--- config.mk ---
export PLATFORM = sky130hd
export DESIGN_NAME = rr_arbiter_4_onehot_flat
export DESIGN_NICKNAME = d
export VERILOG_FILES = /design/src/rtl/rr_arbiter_4_onehot_if.sv /design/src/rtl/rr_arbiter_4_onehot.sv /design/src/flat_wrapper.sv
export SDC_FILE = /design/constraint.sdc
export NUM_CORES = 1
export LEC_CHECK = 0
export ABC_CLOCK_PERIOD_IN_PS = 2000
export BUFFER_PORTS_ARGS = -buffer_cell sky130_fd_sc_hd__buf_4
export CAP_MARGIN = 40
export CORE_UTILIZATION = 40
export DETAILED_ROUTE_END_ITERATION = 12
export GPL_TIMING_DRIVEN = 0
export HOLD_SLACK_MARGIN = 0.03
export SLEW_MARGIN = 15
export SYNTH_ARGS = -nofsm -noshare
export SYNTH_HDL_FRONTEND = slang
export SYNTH_SLANG_ARGS = --single-unit
--- constraint.sdc ---
create_clock -name clk -period 2 [get_ports clk]
set_input_delay 0.6 -clock clk [delete_from_list [all_inputs] [get_ports clk]]
set_output_delay 0.6 -clock clk [all_outputs]
set_load 0.005 [all_outputs]
--- src/rtl/rr_arbiter_4_onehot_if.sv ---
// Request/grant bundle between four requesters (master) and the round-robin
// arbiter (slave).
interface rr_arbiter_4_onehot_if;
  logic [3:0] req_lines;
  logic [3:0] grant_lines;
  logic       grant_valid;
  logic [1:0] grant_idx;

  modport master (
    output req_lines,
    input  grant_lines,
    input  grant_valid,
    input  grant_idx
  );

  modport slave (
    input  req_lines,
    output grant_lines,
    output grant_valid,
    output grant_idx
  );
endinterface

--- src/rtl/rr_arbiter_4_onehot.sv ---
// Four-way round-robin arbiter with a registered one-hot grant, binary index and an
// optional hold limit that forces rotation when others are waiting.
module rr_arbiter_4_onehot #(
  parameter int unsigned NUM_LINES = 4,
  parameter int unsigned MAX_HOLD  = 8
) (
  input logic                  clk,
  input logic                  rst_n,
  rr_arbiter_4_onehot_if.slave bus
);

  localparam int unsigned HoldW = $clog2(MAX_HOLD) + 1;
  localparam logic [HoldW-1:0] HoldLast = HoldW'((MAX_HOLD == 0) ? 0 : MAX_HOLD - 1);
  localparam logic [0:0] StIdle  = 1'b0;
  localparam logic [0:0] StGrant = 1'b1;

  logic [0:0]           state_q, state_d;
  logic [1:0]           ptr_q, ptr_d;
  logic [HoldW-1:0]     hold_q, hold_d;
  logic [NUM_LINES-1:0] grant_q, grant_d;
  logic [1:0]           idx_q, idx_d;
  logic                 valid_q, valid_d;

  logic [NUM_LINES-1:0] req;
  logic [NUM_LINES-1:0] others;
  logic [2:0]           any_win;
  logic [2:0]           oth_win;
  logic                 owner_req;
  logic                 at_limit;

  // Returns {found, index} of the first set bit scanning start, start+1, ... mod 4.
  function automatic logic [2:0] pick(input logic [3:0] mask, input logic [1:0] start);
    logic [1:0] cand;
    pick = 3'b000;
    for (int k = 3; k >= 0; k--) begin
      cand = start + 2'(k);
      if (mask[cand]) pick = {1'b1, cand};
    end
  endfunction

  function automatic logic [3:0] onehot(input logic [1:0] idx);
    onehot = 4'b0001 << idx;
  endfunction

  assign req       = bus.req_lines;
  assign others    = req & ~grant_q;
  assign any_win   = pick(req, ptr_q);
  assign oth_win   = pick(others, ptr_q);
  assign owner_req = |(req & grant_q);
  assign at_limit  = (MAX_HOLD != 0) && (hold_q == HoldLast);

  always_comb begin
    state_d = state_q;
    ptr_d   = ptr_q;
    hold_d  = hold_q;
    grant_d = grant_q;
    idx_d   = idx_q;
    valid_d = valid_q;
    unique case (state_q)
      StIdle: begin
        if (any_win[2]) begin
          state_d = StGrant;
          grant_d = onehot(any_win[1:0]);
          idx_d   = any_win[1:0];
          valid_d = 1'b1;
          ptr_d   = any_win[1:0] + 2'd1;
          hold_d  = '0;
        end
      end
      StGrant: begin
        if (owner_req) begin
          if (at_limit) begin
            hold_d = '0;
            // Owner excluded from the search so a waiting line gets its turn.
            if (oth_win[2]) begin
              grant_d = onehot(oth_win[1:0]);
              idx_d   = oth_win[1:0];
              ptr_d   = oth_win[1:0] + 2'd1;
            end
          end else if (hold_q != '1) begin
            hold_d = hold_q + 1'b1;
          end
        end else if (oth_win[2]) begin
          grant_d = onehot(oth_win[1:0]);
          idx_d   = oth_win[1:0];
          ptr_d   = oth_win[1:0] + 2'd1;
          hold_d  = '0;
        end else begin
          state_d = StIdle;
          grant_d = '0;
          idx_d   = 2'd0;
          valid_d = 1'b0;
          hold_d  = '0;
        end
      end
      default: begin
        state_d = StIdle;
        grant_d = '0;
        idx_d   = 2'd0;
        valid_d = 1'b0;
        hold_d  = '0;
      end
    endcase
  end

  always_ff @(posedge clk or negedge rst_n) begin
    if (!rst_n) begin
      state_q <= StIdle;
      ptr_q   <= 2'd0;
      hold_q  <= '0;
      grant_q <= '0;
      idx_q   <= 2'd0;
      valid_q <= 1'b0;
    end else begin
      state_q <= state_d;
      ptr_q   <= ptr_d;
      hold_q  <= hold_d;
      grant_q <= grant_d;
      idx_q   <= idx_d;
      valid_q <= valid_d;
    end
  end

  assign bus.grant_lines = grant_q;
  assign bus.grant_valid = valid_q;
  assign bus.grant_idx   = idx_q;

endmodule
--- src/flat_wrapper.sv ---
// flat-port wrapper written by rule: the top's interface ports become plain ports
module rr_arbiter_4_onehot_flat 
#(
  parameter int unsigned NUM_LINES = 4,
  parameter int unsigned MAX_HOLD  = 8
)
  (clk, rst_n, bus_req_lines, bus_grant_lines, bus_grant_valid, bus_grant_idx);
  rr_arbiter_4_onehot_if bus_i ();
  input logic clk;
  input logic rst_n;
  input wire logic [$bits(bus_i.req_lines)-1:0] bus_req_lines;
  output wire logic [$bits(bus_i.grant_lines)-1:0] bus_grant_lines;
  output wire logic [$bits(bus_i.grant_valid)-1:0] bus_grant_valid;
  output wire logic [$bits(bus_i.grant_idx)-1:0] bus_grant_idx;
  assign bus_i.req_lines = bus_req_lines;
  assign bus_grant_lines = bus_i.grant_lines;
  assign bus_grant_valid = bus_i.grant_valid;
  assign bus_grant_idx = bus_i.grant_idx;
  rr_arbiter_4_onehot #(.NUM_LINES(NUM_LINES), .MAX_HOLD(MAX_HOLD)) u_core (.clk(clk), .rst_n(rst_n), .bus(bus_i));
endmodule
==> results.py, run 1 <==
metrics = {
    "detailed_routing": {
        "ant_nets": 0,
        "vias_per_cell": 5.99,
        "post-route-drc-count": 0,
        "vias": 863,
        "route.detailed.wl_per_inst_um": 15.9,
        "drt_iter0_drc": 28,
        "dr.pass1.iters": 4,
        "wl_mm": 2.29,
    },
    "cts": {
        "path_clk_slew_ns": 0.09,
        "cts_setup_buffers": 0,
        "cts_sinks": 14,
        "cts_max_path_buffers": 2,
        "cts_root_buf": "clkbuf_4",
        "cts_tree": "yes",
        "hold_buffers": 0,
        "htree_levels": 1,
        "clk_latency_ns": 0.28,
        "numCtsBuffers": 3,
    },
    "critical_path": {
        "cp-end-kind": "flip-flop",
        "path_max_fanout": 7,
        "critPathMaxStageDelay_ns": 0.46,
        "worstPathArrival_ns": 2.10,
        "worstSetupPathType": "flip-flop to flip-flop",
        "reg2reg_to": "u_core.bus.grant_lines[1]",
        "cp.required_ns": 2.20,
        "rrSetupSlack_ns": 0.1,
        "ff2ff_path_depth": 5,
        "cp_slowest_cell": "dfrtp_1",
        "worst_setup_path_start_kind": "flip-flop",
        "crit_chain": "nand3b_1 -> a311oi_2 -> o21bai_1 -> or4_1 -> a31oi_1",
        "reg2reg_from": "u_core.bus.grant_lines[0]",
    },
    "global_route": {
        "antenna_found_initial": 0,
        "grt_first_pass_wirelength_mm": 3.76,
        "grt_max_degree": 15,
        "grt_pass1_vias": 805,
        "grt_overflow": 0,
        "track_usage_pct": 19.5,
    },
    "synth": {
        "synthArstFlopShare_pct": 100,
        "syn_avg_cell_area_um2": 9.56,
        "synth_cells": 100,
        "synth_commonest_cells": "dfrtp_1 (14), a21oi_1 (9), nor2b_1 (8)",
        "synthesis.area_um2": 956,
        "yosysWarnings": 0,
        "yosysSeqAreaShare_pct": 36.6,
        "ys_top_cells_by_area": "dfrtp_1 (37%), nor2b_1 (5.2%), a21oi_1 (4.7%)",
        "synth_top_area_share_pct": 36.6,
        "synth.most_common_cell": "dfrtp_1",
        "synth_area_leader_cell": "dfrtp_1",
        "ys_seq_elements": 14,
        "syn-num-nets": 107,
        "yosys.cell_types.count": 44,
        "synth_edf_count": 0,
        "synth_flop_cell": "dfrtp_1",
    },
    "pwr": {
        "p_sw_share_pct": 40.3,
        "power.density_mw_per_mm2": 1340,
        "p_comb_share_pct": 52.7,
        "vdd_drop_max_mv": 0.657,
        "p_switching_uw": 612,
        "clockPowerShare_pct": 13.5,
        "seqPwrFrac_pct": 33.8,
        "intPower_uw": 906,
        "p_leak_uw": 0.000475,
        "power_uw": 1520,
    },
    "timing": {
        "tightest_slew_ns": 0.423,
        "rsz0062_at_grt": "no",
        "worst_clock_skew_ns": 0.00238,
        "fin_tns_setup_ns": 0,
        "maxSlewViolCount": 0,
        "timing.final.hold_violations": 0,
        "period_needed_ns": 1.90,
        "whs_ns": 0.154,
        "slew_headroom_pct": 71.6,
        "finalSetupViolCount": 0,
        "fmaxAchievable_mhz": 525,
        "fin_crit_sh_pct": 95.2,
    },
    "layout": {
        "antennaDiodeCount": 0,
        "final_nets": 124,
        "syn2layout_area_growth_pct": 18.2,
        "drive_gt1_share_pct": 25.9,
        "final_cells": 144,
        "fin_util_pct": 50.6,
    },
    "die": {
        "rows": 17,
        "dieArea_mm2": 0.00259,
        "fp.coreArea_mm2": 0.00223,
        "fp.dieW_um": 50.9,
        "ioPinCount": 13,
        "start_util_pct": 42.8,
        "die_h_um": 50.9,
    },
    "hold_path": {
        "hp-class": "input port to async pin",
    },
    "place": {
        "dp_hpwl_mm": 1.69,
        "numPortBuffers": 12,
        "dp.cells": 140,
        "gp_congestion": 0.888,
    },
    "flow_run": {
        "maxCapViolCount": 0,
    },
    "outcome": {
        "status": "finished clean",
    },
}
-- kinds of logic after synthesis --
group	share of synthesized area, %
AND/OR/NAND/NOR	28.4
AO/OA/AOI/OAI	24.9
flip-flops	36.6
buffers and inverters	3.53
multiplexers	4.19
adder cells (fa/ha/maj)	2.36
-- flip-flops by register name (all words and copies together) (netlist names) --
name                    count
u_core.bus.grant_idx        2
u_core.bus.grant_lines      4
u_core.bus.grant_valid      1
u_core.hold_q               4
u_core.ptr_q                2
u_core.state_q              1
-- layer usage --
| metal | routed length [um] | track usage [%] | up-vias | part of all wire, % |
|---|---|---|---|---|
| met3 | 108 | 3.27 | 6 | 4.7 |
| met1 | 1140 | 28.3 | 417 | 50 |
| met2 | 1010 | 28.7 | 25 | 44 |
| met5 | 0 | 0 | - | 0 |
| met4 | 40 | 7.87 | 0 | 1.7 |
| li1 | - | - | 415 | - |
-- power by group through the flow --
stage	Combinational, uW	Sequential [uW]	Clock, uW
after global placement	762	511	0
after floorplan	560	483	0
final	800	513	205
after CTS	780	508	211
after detailed placement	774	514	0
after global routing	883	531	223
-- stage by stage --
| step | area (um^2) | setup WS (ns) |
|---|---|---|
| 6_report | 1130 | 0.0967 |
| 5_1_grt | 1130 | 0.0240 |
| 4_1_cts | 1120 | 0.0424 |
| 3_5_place_dp | 1080 | -0.216 |
| 3_3_place_gp | 1080 | -0.192 |
| 2_1_floorplan | 956 | 0.0107 |
-- worst max-delay path: cells and delay by family (launching register included) --
kind / cells / cell delay [ns]
and+or+nand+nor: 2 / 0.64
DFF: 1 / 0.46
AOI/OAI and AO/OA: 3 / 0.73
-- placed cells by master (no fill, tap or decap), drive strengths merged, types with 4 or more instances in the layout --
cell type and n:
dfrtp 14, buf 14, a21oi 9, nor2b 8, nand2 6, o21ai 5, nand2b 4, a22o 4
nor3 4, inv 4, clkbuf 4
-- worst max path at each step --
stage / from / slack, ns / cells after the start / endpoint
global placement: bus_req_lines[2] / -0.19 / 6 / u_core.ptr_q[1]
CTS: u_core.bus.grant_lines[3] / 0.04 / 5 / u_core.ptr_q[1]
finish: u_core.bus.grant_lines[0] / 0.1 / 5 / u_core.bus.grant_lines[1]
detailed placement: bus_req_lines[2] / -0.22 / 6 / u_core.ptr_q[1]
floorplan: bus_req_lines[3] / 0.01 / 6 / u_core.bus.grant_lines[3]
global route: u_core.ptr_q[1] / 0.02 / 6 / u_core.bus.grant_lines[1]
-- area by class of cell --
cell class / instances / area, um^2
timing repair buffer: 12 / 90.1
tap: 28 / 35.0
inverter: 4 / 15.0
sequential: 14 / 350
fill: 224 / 1100
buffer: 2 / 18.8
clock buffer: 4 / 36.3
multi-input combinational: 80 / 584
-- timing repair --
| item | 4_1_cts | 5_1_grt |
|---|---|---|
| setup endpoints to repair | 0 | 3 |
| resized for setup | 0 | 2 |
| endpoints found under the hold margin | 0 | 0 |
Power figures use the tool's default switching activity.
==> run 2, diff against run 1 <==
--- a/config.mk
+++ b/config.mk
@@ -8,9 +8,8 @@
 export ABC_CLOCK_PERIOD_IN_PS = 2000
 export BUFFER_PORTS_ARGS = -buffer_cell sky130_fd_sc_hd__buf_4
 export CAP_MARGIN = 40
-export CORE_UTILIZATION = 40
+export CORE_UTILIZATION = 30
 export DETAILED_ROUTE_END_ITERATION = 12
-export GPL_TIMING_DRIVEN = 0
 export HOLD_SLACK_MARGIN = 0.03
 export SLEW_MARGIN = 15
 export SYNTH_ARGS = -nofsm -noshare
==> results.py, run 2 (synthesized netlist as in run 1, its figures left out) <==
metrics = {
    "outcome": {
        "status": "finished clean",
    },
    "cts": {
        "htree_levels": 1,
        "path_clk_slew_ns": 0.09,
        "clk_latency_ns": 0.29,
        "cts_root_buf": "clkbuf_4",
        "hold_buffers": 0,
        "numCtsBuffers": 3,
        "cts_tree": "yes",
        "cts_sinks": 14,
        "cts_max_path_buffers": 2,
    },
    "timing": {
        "worst_clock_skew_ns": 0.00277,
        "finalSetupViolCount": 0,
        "slew_headroom_pct": 70.8,
        "period_needed_ns": 1.92,
        "timing.final.hold_violations": 0,
        "fmaxAchievable_mhz": 522,
        "fin_crit_sh_pct": 95.9,
        "tightest_slew_ns": 0.435,
        "maxSlewViolCount": 0,
        "rsz0062_at_grt": "no",
        "fin_ws_ns": 0.0827,
    },
    "global_route": {
        "track_usage_pct": 15.7,
        "grt_first_pass_wirelength_mm": 3.95,
        "grt_pass1_vias": 872,
        "grt_overflow": 0,
        "grt_max_degree": 15,
        "antenna_found_initial": 0,
    },
    "critical_path": {
        "cp-end-kind": "flip-flop",
        "ff2ff_path_depth": 5,
        "path_max_fanout": 8,
        "worst_setup_path_start_kind": "flip-flop",
        "worstPathArrival_ns": 2.09,
        "worstSetupPathType": "flip-flop to flip-flop",
        "cp.required_ns": 2.18,
    },
    "detailed_routing": {
        "ant_nets": 0,
        "route.detailed.wl_per_inst_um": 14.0,
        "vias_per_cell": 5.26,
        "wl_mm": 2.39,
        "drt_iter0_drc": 29,
        "post-route-drc-count": 0,
        "dr.pass1.iters": 4,
        "vias": 894,
    },
    "layout": {
        "fin_util_pct": 40.4,
        "final_cell_mix": "buf_4 (24), dfrtp_1 (13), a21oi_1 (9)",
        "regArea_um2": 352,
        "final_cells": 170,
        "drive_gt1_share_pct": 32.5,
        "layout.cells.most_common": "buf_4",
        "nFillCells": 300,
        "syn2layout_area_growth_pct": 27.9,
        "antennaDiodeCount": 0,
        "final_nets": 134,
        "multiInputGateArea_um2": 584,
    },
    "place": {
        "post-place-ws_ns": -0.190,
        "gp_congestion": 0.848,
        "dp_hpwl_mm": 1.82,
        "dp.cells": 166,
        "numPortBuffers": 12,
    },
    "pwr": {
        "p_comb_share_pct": 53.3,
        "power.density_mw_per_mm2": 1310,
        "p_switching_uw": 630,
        "vdd_drop_max_mv": 0.364,
        "p_leak_uw": 0.000521,
        "p_sw_share_pct": 39.3,
        "clockPowerShare_pct": 13.1,
        "seqPwrFrac_pct": 33.6,
        "intPower_uw": 973,
    },
    "die": {
        "die_h_um": 58.5,
        "fp.dieW_um": 58.5,
        "start_util_pct": 31.6,
        "rows": 20,
        "fp.coreArea_mm2": 0.00303,
        "dieArea_mm2": 0.00342,
        "ioPinCount": 13,
    },
    "flow_run": {
        "maxCapViolCount": 0,
    },
    "hold_path": {
        "hp-class": "input port to async pin",
    },
}
-- run 2: changes by cell type in the layout (fill, tap and decap cells not counted), sizes merged --
cell  previous run  this run
buf             14        24
-- run 2: worst paths after layout --
kind                                         start                        end  slack, ns
setup / recovery                   u_core.ptr_q[1]  u_core.bus.grant_lines[3]       0.08
hold / removal                               rst_n  u_core.bus.grant_lines[0]       0.15
setup reg to reg                   u_core.ptr_q[1]  u_core.bus.grant_lines[3]       0.08
hold reg to reg            u_core.bus.grant_idx[0]    u_core.bus.grant_idx[0]       0.49
max in group asynchronous                    rst_n            u_core.ptr_q[1]       1.67
min in group clk           u_core.bus.grant_idx[0]    u_core.bus.grant_idx[0]       0.49
-- run 2: worst max-delay path, stage by stage (launching register included) --
cell	delay, ns
dfrtp_2	0.48
or3b_2	0.49
a21oi_1	0.22
nor3_1	0.13
a22o_1	0.24
mux2_4	0.25
-- run 2: final cells by class --
class,instances,area share [%]
Inverter,4,1.23
Sequential cell,14,28.8
Clock buffer,4,2.97
Multi-Input combinational cell,80,47.8
Tap cell,44,4.50
Timing Repair Buffer,24,14.7
-- run 2: power groups by stage --
stage / clock (uW) / sequential (uW) / combinational, uW
floorplan: 0 / 483 / 560
global placement: 0 / 529 / 826
detailed placement: 0 / 538 / 839
CTS: 216 / 531 / 845
global route: 235 / 558 / 947
finish: 210 / 538 / 855
-- run 2: repair_timing --
action | in CTS | in global routing
resized for setup | 0 | 3
endpoints found under the setup margin | 0 | 3
buffers inserted | 0 | 0
-- run 2: layer usage --
layer | global-route usage (%) | part of all wire [%] | wire (um)
met3 | 1.98 | 2.8 | 66
met5 | 0 | 0 | 0
met4 | 9.86 | 2.3 | 55
met2 | 25.3 | 46 | 1100
met1 | 20.1 | 49 | 1170
-- run 2: stage by stage --
| stage | total power, uW | cell area (um^2) | setup TNS [ns] | hold WS (ns) |
|---|---|---|---|---|
| floorplan | 1040 | 956 | 0 | 0.304 |
| global placement | 1360 | 1170 | -1.01 | 0.459 |
| detailed placement | 1380 | 1170 | -1.19 | 0.462 |
| CTS | 1590 | 1210 | 0 | 0.151 |
| global route | 1740 | 1220 | 0 | 0.138 |
| finish | 1600 | 1220 | 0 | 0.148 |
